<file path="src/rtl/uart_rx_frame_ctrl.sv">
// UART receive frame controller: start detect, sampler drive, LSB-first deserialise, parity/stop check.
// Optional macro UART_RX_STICKY_ERR_EN makes PAR_ERR/STP_ERR hold until the next frame's data phase.
module uart_rx_frame_ctrl #(
  parameter int DATA_WIDTH  = 8,
  parameter int PRESC_WIDTH = 6
) (
  input  logic                   CLK,
  input  logic                   RST,
  input  logic                   RX_IN,
  input  logic [PRESC_WIDTH-1:0] PRESCALE,
  input  logic                   PAR_EN,
  input  logic                   PAR_TYP,
  input  logic                   SAMPLED_BIT,
  output logic                   DAT_SAMP_EN,
  output logic [PRESC_WIDTH:0]   EDGE_CNT,
  output logic [DATA_WIDTH-1:0]  P_DATA,
  output logic                   DATA_VALID,
  output logic                   PAR_ERR,
  output logic                   STP_ERR
);

  localparam int CNT_W = PRESC_WIDTH + 1;
  localparam int BIT_W = (DATA_WIDTH > 1) ? $clog2(DATA_WIDTH) : 1;
  localparam logic [BIT_W-1:0]       LAST_BIT = BIT_W'(DATA_WIDTH - 1);
  localparam logic [PRESC_WIDTH-1:0] MIN_PS   = PRESC_WIDTH'(8);

  typedef enum logic [2:0] {
    S_IDLE,
    S_START,
    S_DATA,
    S_PARITY,
    S_STOP
  } state_t;

  state_t                 state;
  logic [PRESC_WIDTH-1:0] ps_q;
  logic                   par_en_q;
  logic                   par_typ_q;
  logic                   par_mis_q;
  logic [DATA_WIDTH-1:0]  shift_q;
  logic [BIT_W-1:0]       bit_cnt;

  logic [PRESC_WIDTH-1:0] ps_eff;
  logic [CNT_W-1:0]       last_edge;
  logic                   bit_end;
  logic                   exp_par;
  logic                   frame_ok;

  // The sampler votes on three edges after mid-bit, so short prescales are clamped up.
  // NOTE: every signal assigned in always_comb gets a value on every path, so no latch is inferred.
  always_comb begin
    ps_eff    = (PRESCALE < MIN_PS) ? MIN_PS : PRESCALE;
    last_edge = {1'b0, ps_q} - CNT_W'(1);
    bit_end   = (EDGE_CNT == last_edge);
    exp_par   = (^shift_q) ^ par_typ_q;
    frame_ok  = SAMPLED_BIT && !par_mis_q;
  end

  // NOTE: reset is synchronous and, like all state here, updated with non-blocking
  // assignments so every register sees pre-edge values of its neighbours.
  always_ff @(posedge CLK) begin
    if (RST) begin
      state       <= S_IDLE;
      ps_q        <= '0;
      par_en_q    <= 1'b0;
      par_typ_q   <= 1'b0;
      par_mis_q   <= 1'b0;
      shift_q     <= '0;
      bit_cnt     <= '0;
      DAT_SAMP_EN <= 1'b0;
      EDGE_CNT    <= '0;
      P_DATA      <= '0;
      DATA_VALID  <= 1'b0;
      PAR_ERR     <= 1'b0;
      STP_ERR     <= 1'b0;
    end else begin
      DATA_VALID <= 1'b0;
`ifdef UART_RX_STICKY_ERR_EN
      // Flags hold here; they are cleared when the next frame enters its data phase.
`else
      PAR_ERR    <= 1'b0;
      STP_ERR    <= 1'b0;
`endif

      if (DAT_SAMP_EN) begin
        EDGE_CNT <= bit_end ? '0 : EDGE_CNT + CNT_W'(1);
      end

      case (state)
        S_IDLE: begin
          EDGE_CNT <= '0;
          if (!RX_IN) begin
            state       <= S_START;
            DAT_SAMP_EN <= 1'b1;
            ps_q        <= ps_eff;
            par_en_q    <= PAR_EN;
            par_typ_q   <= PAR_TYP;
          end
        end

        S_START: begin
          if (bit_end) begin
            if (SAMPLED_BIT) begin
              // Line was high again at mid-bit: a glitch, not a frame.
              state       <= S_IDLE;
              DAT_SAMP_EN <= 1'b0;
            end else begin
              state     <= S_DATA;
              bit_cnt   <= '0;
              par_mis_q <= 1'b0;
`ifdef UART_RX_STICKY_ERR_EN
              PAR_ERR   <= 1'b0;
              STP_ERR   <= 1'b0;
`endif
            end
          end
        end

        S_DATA: begin
          if (bit_end) begin
            shift_q[bit_cnt] <= SAMPLED_BIT;
            if (bit_cnt == LAST_BIT) begin
              state <= par_en_q ? S_PARITY : S_STOP;
            end else begin
              bit_cnt <= bit_cnt + BIT_W'(1);
            end
          end
        end

        S_PARITY: begin
          if (bit_end) begin
            par_mis_q <= (SAMPLED_BIT != exp_par);
            state     <= S_STOP;
          end
        end

        S_STOP: begin
          if (bit_end) begin
            state       <= S_IDLE;
            DAT_SAMP_EN <= 1'b0;
            PAR_ERR     <= par_mis_q;
            STP_ERR     <= ~SAMPLED_BIT;
            if (frame_ok) begin
              P_DATA     <= shift_q;
              DATA_VALID <= 1'b1;
            end
          end
        end

        default: begin
          state       <= S_IDLE;
          DAT_SAMP_EN <= 1'b0;
        end
      endcase
    end
  end

endmodule

</file>
<file path="config.mk">
export PLATFORM = sky130hd
export DESIGN_NAME = uart_rx_frame_ctrl
export DESIGN_NICKNAME = d
export VERILOG_FILES = /design/src/rtl/uart_rx_frame_ctrl.sv
export SDC_FILE = /design/constraint.sdc
export NUM_CORES = 1
export LEC_CHECK = 0
export ABC_AREA = 0
export BUFFER_PORTS_ARGS = -buffer_cell sky130_fd_sc_hd__buf_2
export CORE_MARGIN = 3
export CORE_UTILIZATION = 58
export CTS_BUF_LIST = sky130_fd_sc_hd__clkbuf_8
export DETAILED_ROUTE_END_ITERATION = 8
export HOLD_SLACK_MARGIN = 0.1
export PLACE_DENSITY = 0.81
export SETUP_SLACK_MARGIN = 0.15
export SYNTH_ARGS = -nofsm -noshare
export SYNTH_HDL_FRONTEND = slang
export SYNTH_SLANG_ARGS = --single-unit
</file>
<file path="constraint.sdc">
create_clock -name CLK -period 2.4 [get_ports CLK]
set_input_delay 0.12 -clock CLK [delete_from_list [all_inputs] [get_ports CLK]]
set_output_delay 0.12 -clock CLK [all_outputs]
set_load 0.005 [all_outputs]
</file>
==> metrics.log, run 1 <==
INFO  metric r2r_start = ps_q[0]
INFO  metric i_o_pins = 31
INFO  metric synth.top_cell.area_share = 38.7%
INFO  metric h_tree_depth = 2
INFO  metric holdCritPathClass = primary input to flop
INFO  metric timing.reg2reg.worst_path_depth = 9
INFO  metric tritoncts = built
INFO  metric port-buffer-count = 30
INFO  metric setup_viol = 0
INFO  metric synthToLayoutAreaGrowth = 20.0%
INFO  metric internal_power = 983 uW
INFO  metric share_of_the_clock_period_used_by_the_worst_path_after_layout = 89.8%
INFO  metric netlist-cell-type-count = 40
INFO  metric first_iter_violations = 114
INFO  metric yosys_warn_count = 0
INFO  metric worstSkewPairLatency = 0.30 ns
INFO  metric die_h = 67.2 um
INFO  metric critical_path.endpoint_type = flop
INFO  metric worst_stage_delay_on_the_critical_path = 0.34 ns
INFO  metric capture_point_of_the_worst_reg_to_reg_path = shift_q[6]
INFO  metric leak_pwr = 0.00100 uW
INFO  metric final_layout_size_suffix_gt1_share = 21.1%
INFO  metric slew_headroom = 64.3%
INFO  metric grt_start_max_net_pins = 37
INFO  metric worstHoldPathCells = 2
INFO  metric ys_seq_area_share = 38.7%
INFO  metric netlist_top_cells_area = sky130_fd_sc_hd__dfxtp_1 (39%), sky130_fd_sc_hd__xnor2_1 (5.2%), sky130_fd_sc_hd__mux2i_1 (5.1%)
INFO  metric seqPwrFrac = 54.1%
INFO  metric timing.hold.worst_endpoint = STP_ERR
INFO  metric core_region_area = 0.00347 mm^2
INFO  metric synthesis.instances = 261
INFO  metric clock_power_share = 35.2%
INFO  metric timing.setup.tns = 0 ns
INFO  metric crit_path_top_delay_cell = sky130_fd_sc_hd__dfxtp_1
INFO  metric num_vias = 1965
INFO  metric criticalPathCategory = flop to flop
INFO  metric drc_errors = 0
INFO  metric clk_path_buf_depth = 2
INFO  metric arrival_time_at_the_worst_endpoint = 2.38 ns
INFO  metric achievable-frequency = 0.464 GHz
INFO  metric detailedRoute.firstPassIterationCount = 5
INFO  metric insertedDiodeCount = 0
INFO  metric powerDensity = 514 mW/mm^2
INFO  metric ctsRootBufferMaster = sky130_fd_sc_hd__clkbuf_8
INFO  metric seqCellArea = 841 um^2
INFO  metric rsz0062_at_grt = yes
INFO  metric number_of_nets_produced_by_synthesis = 277
INFO  metric route.detailed.vias_per_inst = 5.70
INFO  metric overflow = 0
INFO  metric ant_nets = 0
INFO  metric die-width = 67.2 um
INFO  metric rows = 21
INFO  metric grt_pass1_wl = 8050 um
INFO  metric r2r_slack = 0.24 ns
INFO  metric final.setup_skew = 0.00923 ns
INFO  metric worst_max_slew_pin_slew = 0.536 ns
INFO  metric worst_slack = 0.244 ns
INFO  metric synth_largest_area_cell = sky130_fd_sc_hd__dfxtp_1
INFO  metric mappedNetlistArea = 0.00217 mm^2
INFO  metric dp_slack = 0.105 ns
INFO  metric multi_input_comb_area = 0.00131 mm^2
INFO  metric category_of_the_worst_setup_path_launch_point = flop
INFO  metric critical_path_buf_inv_count = 2
INFO  metric routed_wirelength = 4940 um
INFO  metric drv.max_cap_violation_count = 0
INFO  metric outcome = finished, final reports clean
INFO  metric switching_share = 26.7%
INFO  metric cts.sink_count = 42
INFO  metric total_routing_resource_utilization_after_global_routing = 23.2%
INFO  metric p_sw = 358 uW
INFO  metric detailed_place_hpwl = 3290 um
INFO  metric list_of_cells_traversed_by_the_critical_path = inv_1 > ha_2 > o21bai_1 > a211o_1 > a31oi_2 > o21ai_2 > buf_4 > nor3_4 > mux2i_1
INFO  metric slew_violations = 0
INFO  metric routed_wire_length_per_instance = 14.3 um
INFO  metric initial_utilization = 62.7%
INFO  metric fin_nets = 314
INFO  metric count_of_state_elements_after_synthesis = 42
INFO  metric finalHoldViolations = 0
INFO  metric worst_ep_required_time = 2.63 ns
INFO  metric timing.final.crit_period = 2.16 ns
INFO  metric combinationalPowerShare = 10.7%
INFO  metric cp_top_family = compound AO/OA/AOI/OAI gates
INFO  metric first_global_vias = 1784
INFO  metric synth_area_per_cell = 8.33 um^2
INFO  metric layout_commonest_cell = sky130_fd_sc_hd__dfxtp_1
INFO  metric final.fill_count = 291
INFO  metric worstHoldStart = SAMPLED_BIT
INFO  metric die_area = 0.00452 mm^2
INFO  metric cts.reportedPaths.clkPinSlew = 0.09 ns
INFO  metric placer_s_final_routability_congestion_estimate = 0.847
INFO  metric mostFrequentLayoutCells = sky130_fd_sc_hd__dfxtp_1 (42), sky130_fd_sc_hd__buf_2 (30), sky130_fd_sc_hd__nor2_1 (27)
INFO  metric antenna_found_initial = 0
INFO  metric maximum_fanout_along_the_worst_path = 8
INFO  metric vdd_ir_drop_max = 0.396 mV
INFO  metric cts-buffers-inserted = 5
[flip-flops by register name (all words and copies together), names as in the netlist]
register / flops
state: 3
par_typ_q: 1
DATA_VALID: 1
DAT_SAMP_EN: 1
bit_cnt: 3
EDGE_CNT: 7
par_en_q: 1
P_DATA: 8
par_mis_q: 1
ps_q: 6
PAR_ERR: 1
STP_ERR: 1
shift_q: 8
[metrics by stage]
stage / power, uW / utilization (%) / cell area, um^2 / instances / hold slack (ns)
2_1_floorplan: 833 / - / 2170 / 261 / 0.192
4_1_cts: 1340 / 73.6 / 2550 / 344 / 0.104
3_3_place_gp: 868 / 68.3 / 2370 / 328 / 0.368
6_report: 1340 / 75.3 / 2610 / 345 / 0.0949
3_5_place_dp: 871 / 68.3 / 2370 / 328 / 0.366
5_1_grt: 1390 / 75.3 / 2610 / 345 / 0.126
[metal layers]
metal,vias to the layer above,part of all wire (%),global-route usage (%)
met3,10,5.6,5.16
met5,-,0,0
met1,920,42,28.2
li1,977,-,-
met4,0,1.7,7.85
met2,58,51,40.4
[cell type report]
class | count | share of cell area (%)
Clock buffer | 5 | 2.64
Sequential cell | 42 | 32.2
Inverter | 8 | 1.15
Timing Repair Buffer | 45 | 10.7
Multi-Input combinational cell | 196 | 50.1
Tap cell | 46 | 2.21
Clock inverter | 3 | 0.911
[worst max path at each step]
stage / depth (start not counted) / slack (ns) / to / startpoint
2_1_floorplan: 10 / 0.17 / bit_cnt[0] / ps_q[0]
3_3_place_gp: 8 / 0.20 / P_DATA[5] / ps_q[0]
3_5_place_dp: 8 / 0.10 / P_DATA[0] / ps_q[0]
4_1_cts: 9 / 0.14 / shift_q[0] / ps_q[0]
5_1_grt: 9 / 0.1 / shift_q[6] / ps_q[0]
6_report: 9 / 0.24 / shift_q[6] / ps_q[0]
[synth_stat cells, drive strengths merged]
cell type  number
a31oi           4
a21oi          10
and3            2
or2             1
nor4b           1
xnor2          13
ha              4
a32o            1
nor3           15
mux2            1
nand2          23
a21boi          1
nand4           4
a211o           2
or3             5
a2111oi         1
and2            1
nand4b          3
nand3b         11
buf             4
o2bb2ai         1
o21ai          14
and3b           1
xor2            6
a22oi           3
o211ai          1
mux2i          11
inv             8
nor3b           1
nor4            2
nand2b         15
o21bai          3
clkbuf         11
nor2           27
dfxtp          42
nand3           5
nor2b           3
[repair_timing]
item | CTS | global route
hold buffers | 7 | 0
endpoints found under the hold margin | 7 | 0
gates resized for setup | 3 | 10
setup endpoints to repair | 13 | 18
pin swaps | 1 | 2
buffers inserted | 1 | 1
[cell families after synthesis]
kind of cell	synth area share, %
XOR/XNOR	7.65
AND/OR/NAND/NOR	29.1
buffers and inverters	4.14
adder cells (fa/ha/maj)	2.30
flip-flops	38.7
multiplexers	5.58
AO/OA/AOI/OAI	12.5
[power groups by stage]
stage,Combinational [uW],Sequential [uW],Clock (uW)
after detailed placement,130,741,0
after global routing,162,728,505
after floorplan,100,733,0
after global placement,127,741,0
final,144,725,473
after CTS,139,725,479
No activity file was read; power rests on OpenSTA's default activity.
==> run 2: changes to the inputs <==
- CORE_ASPECT_RATIO: not set -> 1.1
==> run 2 against run 1 <==
Against the previous run: register-to-register slack worse by 0.08 ns; critical path depth up 1; wire length up 2.5%; cell count up 1.2%; maximum frequency down 3.6%; utilization up 0.87 points; critical endpoint is now shift_q[2].
==> metrics.log, run 2 (synthesis gave the netlist of run 1 again) <==
INFO  metric i_o_pins = 31
INFO  metric setup_viol = 0
INFO  metric rsz0062_at_grt = no
INFO  metric final.setup_skew = 0.00660 ns
INFO  metric finalHoldViolations = 0
INFO  metric ant_nets = 0
INFO  metric leak_pwr = 0.00102 uW
INFO  metric r2r_slack = 0.16 ns
INFO  metric capture_point_of_the_worst_reg_to_reg_path = shift_q[2]
INFO  metric achievable-frequency = 0.447 GHz
INFO  metric grt_start_max_net_pins = 37
INFO  metric cts.reportedPaths.clkPinSlew = 0.08 ns
INFO  metric detailedRoute.firstPassIterationCount = 5
INFO  metric tritoncts = built
INFO  metric die_h = 70.2 um
INFO  metric rows = 22
INFO  metric total_routing_resource_utilization_after_global_routing = 21.9%
INFO  metric powerDensity = 504 mW/mm^2
INFO  metric die-width = 64.4 um
INFO  metric routed_wirelength = 5060 um
INFO  metric antenna_found_initial = 0
INFO  metric layout_commonest_cell = sky130_fd_sc_hd__dfxtp_1
INFO  metric h_tree_depth = 2
INFO  metric share_of_the_clock_period_used_by_the_worst_path_after_layout = 93.2%
INFO  metric synthToLayoutAreaGrowth = 21.4%
INFO  metric timing.final.crit_period = 2.24 ns
INFO  metric drc_errors = 0
INFO  metric ctsRootBufferMaster = sky130_fd_sc_hd__clkbuf_8
INFO  metric first_iter_violations = 128
INFO  metric cts-buffers-inserted = 5
INFO  metric initial_utilization = 62.7%
INFO  metric worst_ep_required_time = 2.62 ns
INFO  metric port-buffer-count = 30
INFO  metric slew_violations = 0
INFO  metric design_power_total = 1330 uW
INFO  metric r2r_start = ps_q[0]
INFO  metric worstSkewPairLatency = 0.29 ns
INFO  metric worstHoldPathCells = 2
INFO  metric timing.setup.tns = 0 ns
INFO  metric clk_path_buf_depth = 2
INFO  metric maximum_fanout_along_the_worst_path = 7
INFO  metric slew_headroom = 64.7%
INFO  metric mostFrequentLayoutCells = sky130_fd_sc_hd__dfxtp_1 (42), sky130_fd_sc_hd__buf_2 (31), sky130_fd_sc_hd__nor2_1 (27)
INFO  metric outcome = finished, final reports clean
INFO  metric final_layout_size_suffix_gt1_share = 20.9%
INFO  metric worst_max_slew_pin_slew = 0.530 ns
INFO  metric routed_wire_length_per_instance = 14.5 um
INFO  metric criticalPathCategory = flop to flop
INFO  metric final.fill_count = 267
INFO  metric insertedDiodeCount = 0
INFO  metric placer_s_final_routability_congestion_estimate = 0.858
INFO  metric num_vias = 1989
INFO  metric core_region_area = 0.00347 mm^2
INFO  metric cts.sink_count = 42
INFO  metric category_of_the_worst_setup_path_launch_point = flop
INFO  metric vdd_ir_drop_max = 0.327 mV
INFO  metric overflow = 0
INFO  metric drv.max_cap_violation_count = 0
INFO  metric detailed_place_hpwl = 3220 um
INFO  metric timing.hold.worst_endpoint = STP_ERR
INFO  metric timing.reg2reg.worst_path_depth = 10
INFO  metric die_area = 0.00452 mm^2
INFO  metric holdCritPathClass = primary input to flop
INFO  metric critical_path.endpoint_type = flop
INFO  metric fin_nets = 316
INFO  metric grt_pass1_wl = 7980 um
INFO  metric first_global_vias = 1754
INFO  metric worstHoldStart = SAMPLED_BIT
INFO  metric arrival_time_at_the_worst_endpoint = 2.45 ns
INFO  metric route.detailed.vias_per_inst = 5.70
INFO  metric largest_registers = P_DATA (8), shift_q (8), EDGE_CNT (7)
[run 2: cell types whose count changed in the layout (fill, tap and decap cells not counted), sizes merged]
| cell | delta |
|---|---|
| clkinvlp | -2 |
| buf | +1 |
| clkbuf | +1 |
| clkinv | +1 |
| o21ai | +1 |
[run 2: report_power, final]
group / total (uW) / internal [uW] / switching (uW) / leakage [uW]
registers: 726 / 708 / 18.3 / 0.000340
logic: 153 / 69.9 / 82.7 / 0.000631
clock network: 453 / 228 / 225 / 0.0000524
[run 2: area by class of cell]
class                   instances  area [um^2]  share of cell area [%]
multi-input cells             197         1330                    50.3
inverters                       8         30.0                    1.14
clock buffers                   6         82.6                    3.13
repair buffers                 46          289                    10.9
clock inverters                 2         8.76                   0.332
well taps                      48         60.1                    2.27
flip-flops and latches         42          841                    31.8
[run 2: timing repair]
item / CTS / global route
pin swaps: 2 / 2
endpoints found under the setup margin: 19 / 11
setup buffers: 1 / 2
endpoints found under the hold margin: 7 / 0
gates resized for setup: 3 / 13
hold buffers: 7 / 0
gates cloned: 0 / 2
[run 2: critical path: stages (launching register included)]
cell                        delay, ns
sky130_fd_sc_hd__dfxtp_1         0.33
sky130_fd_sc_hd__inv_1           0.05
sky130_fd_sc_hd__ha_2            0.22
sky130_fd_sc_hd__xnor2_1         0.14
sky130_fd_sc_hd__o2bb2ai_1       0.16
sky130_fd_sc_hd__a2111oi_4       0.34
sky130_fd_sc_hd__buf_4           0.19
sky130_fd_sc_hd__o21ai_4         0.08
sky130_fd_sc_hd__buf_2           0.19
sky130_fd_sc_hd__nor3_2          0.24
sky130_fd_sc_hd__mux2i_1         0.22
[run 2: per-stage QoR]
| stage | hold slack [ns] | setup WS, ns | instances | util (%) | area [um^2] |
|---|---|---|---|---|---|
| 6_report | 0.124 | 0.164 | 349 | 76.1 | 2640 |
| 5_1_grt | 0.137 | 0.0826 | 349 | 76.1 | 2640 |
| 4_1_cts | 0.116 | 0.131 | 345 | 73.6 | 2550 |
| 3_5_place_dp | 0.369 | 0.0742 | 329 | 68.1 | 2360 |
| 3_3_place_gp | 0.367 | 0.151 | 329 | 68.1 | 2360 |
| 2_1_floorplan | 0.192 | 0.175 | 261 | - | 2170 |
[run 2: worst max path at each step]
stage	slack, ns	start	cells after the start	endpoint
floorplan	0.17	ps_q[0]	10	bit_cnt[0]
global route	0.08	ps_q[0]	10	shift_q[0]
global placement	0.15	ps_q[0]	9	shift_q[5]
detailed placement	0.07	ps_q[0]	8	P_DATA[1]
finish	0.16	ps_q[0]	10	shift_q[2]
CTS	0.13	ps_q[0]	9	shift_q[5]
[run 2: routing by layer]
metal	wire (um)	global-route usage, %
met5	0	0
met4	101	7.04
met3	194	3.54
met2	2620	37.5
met1	2140	27.8
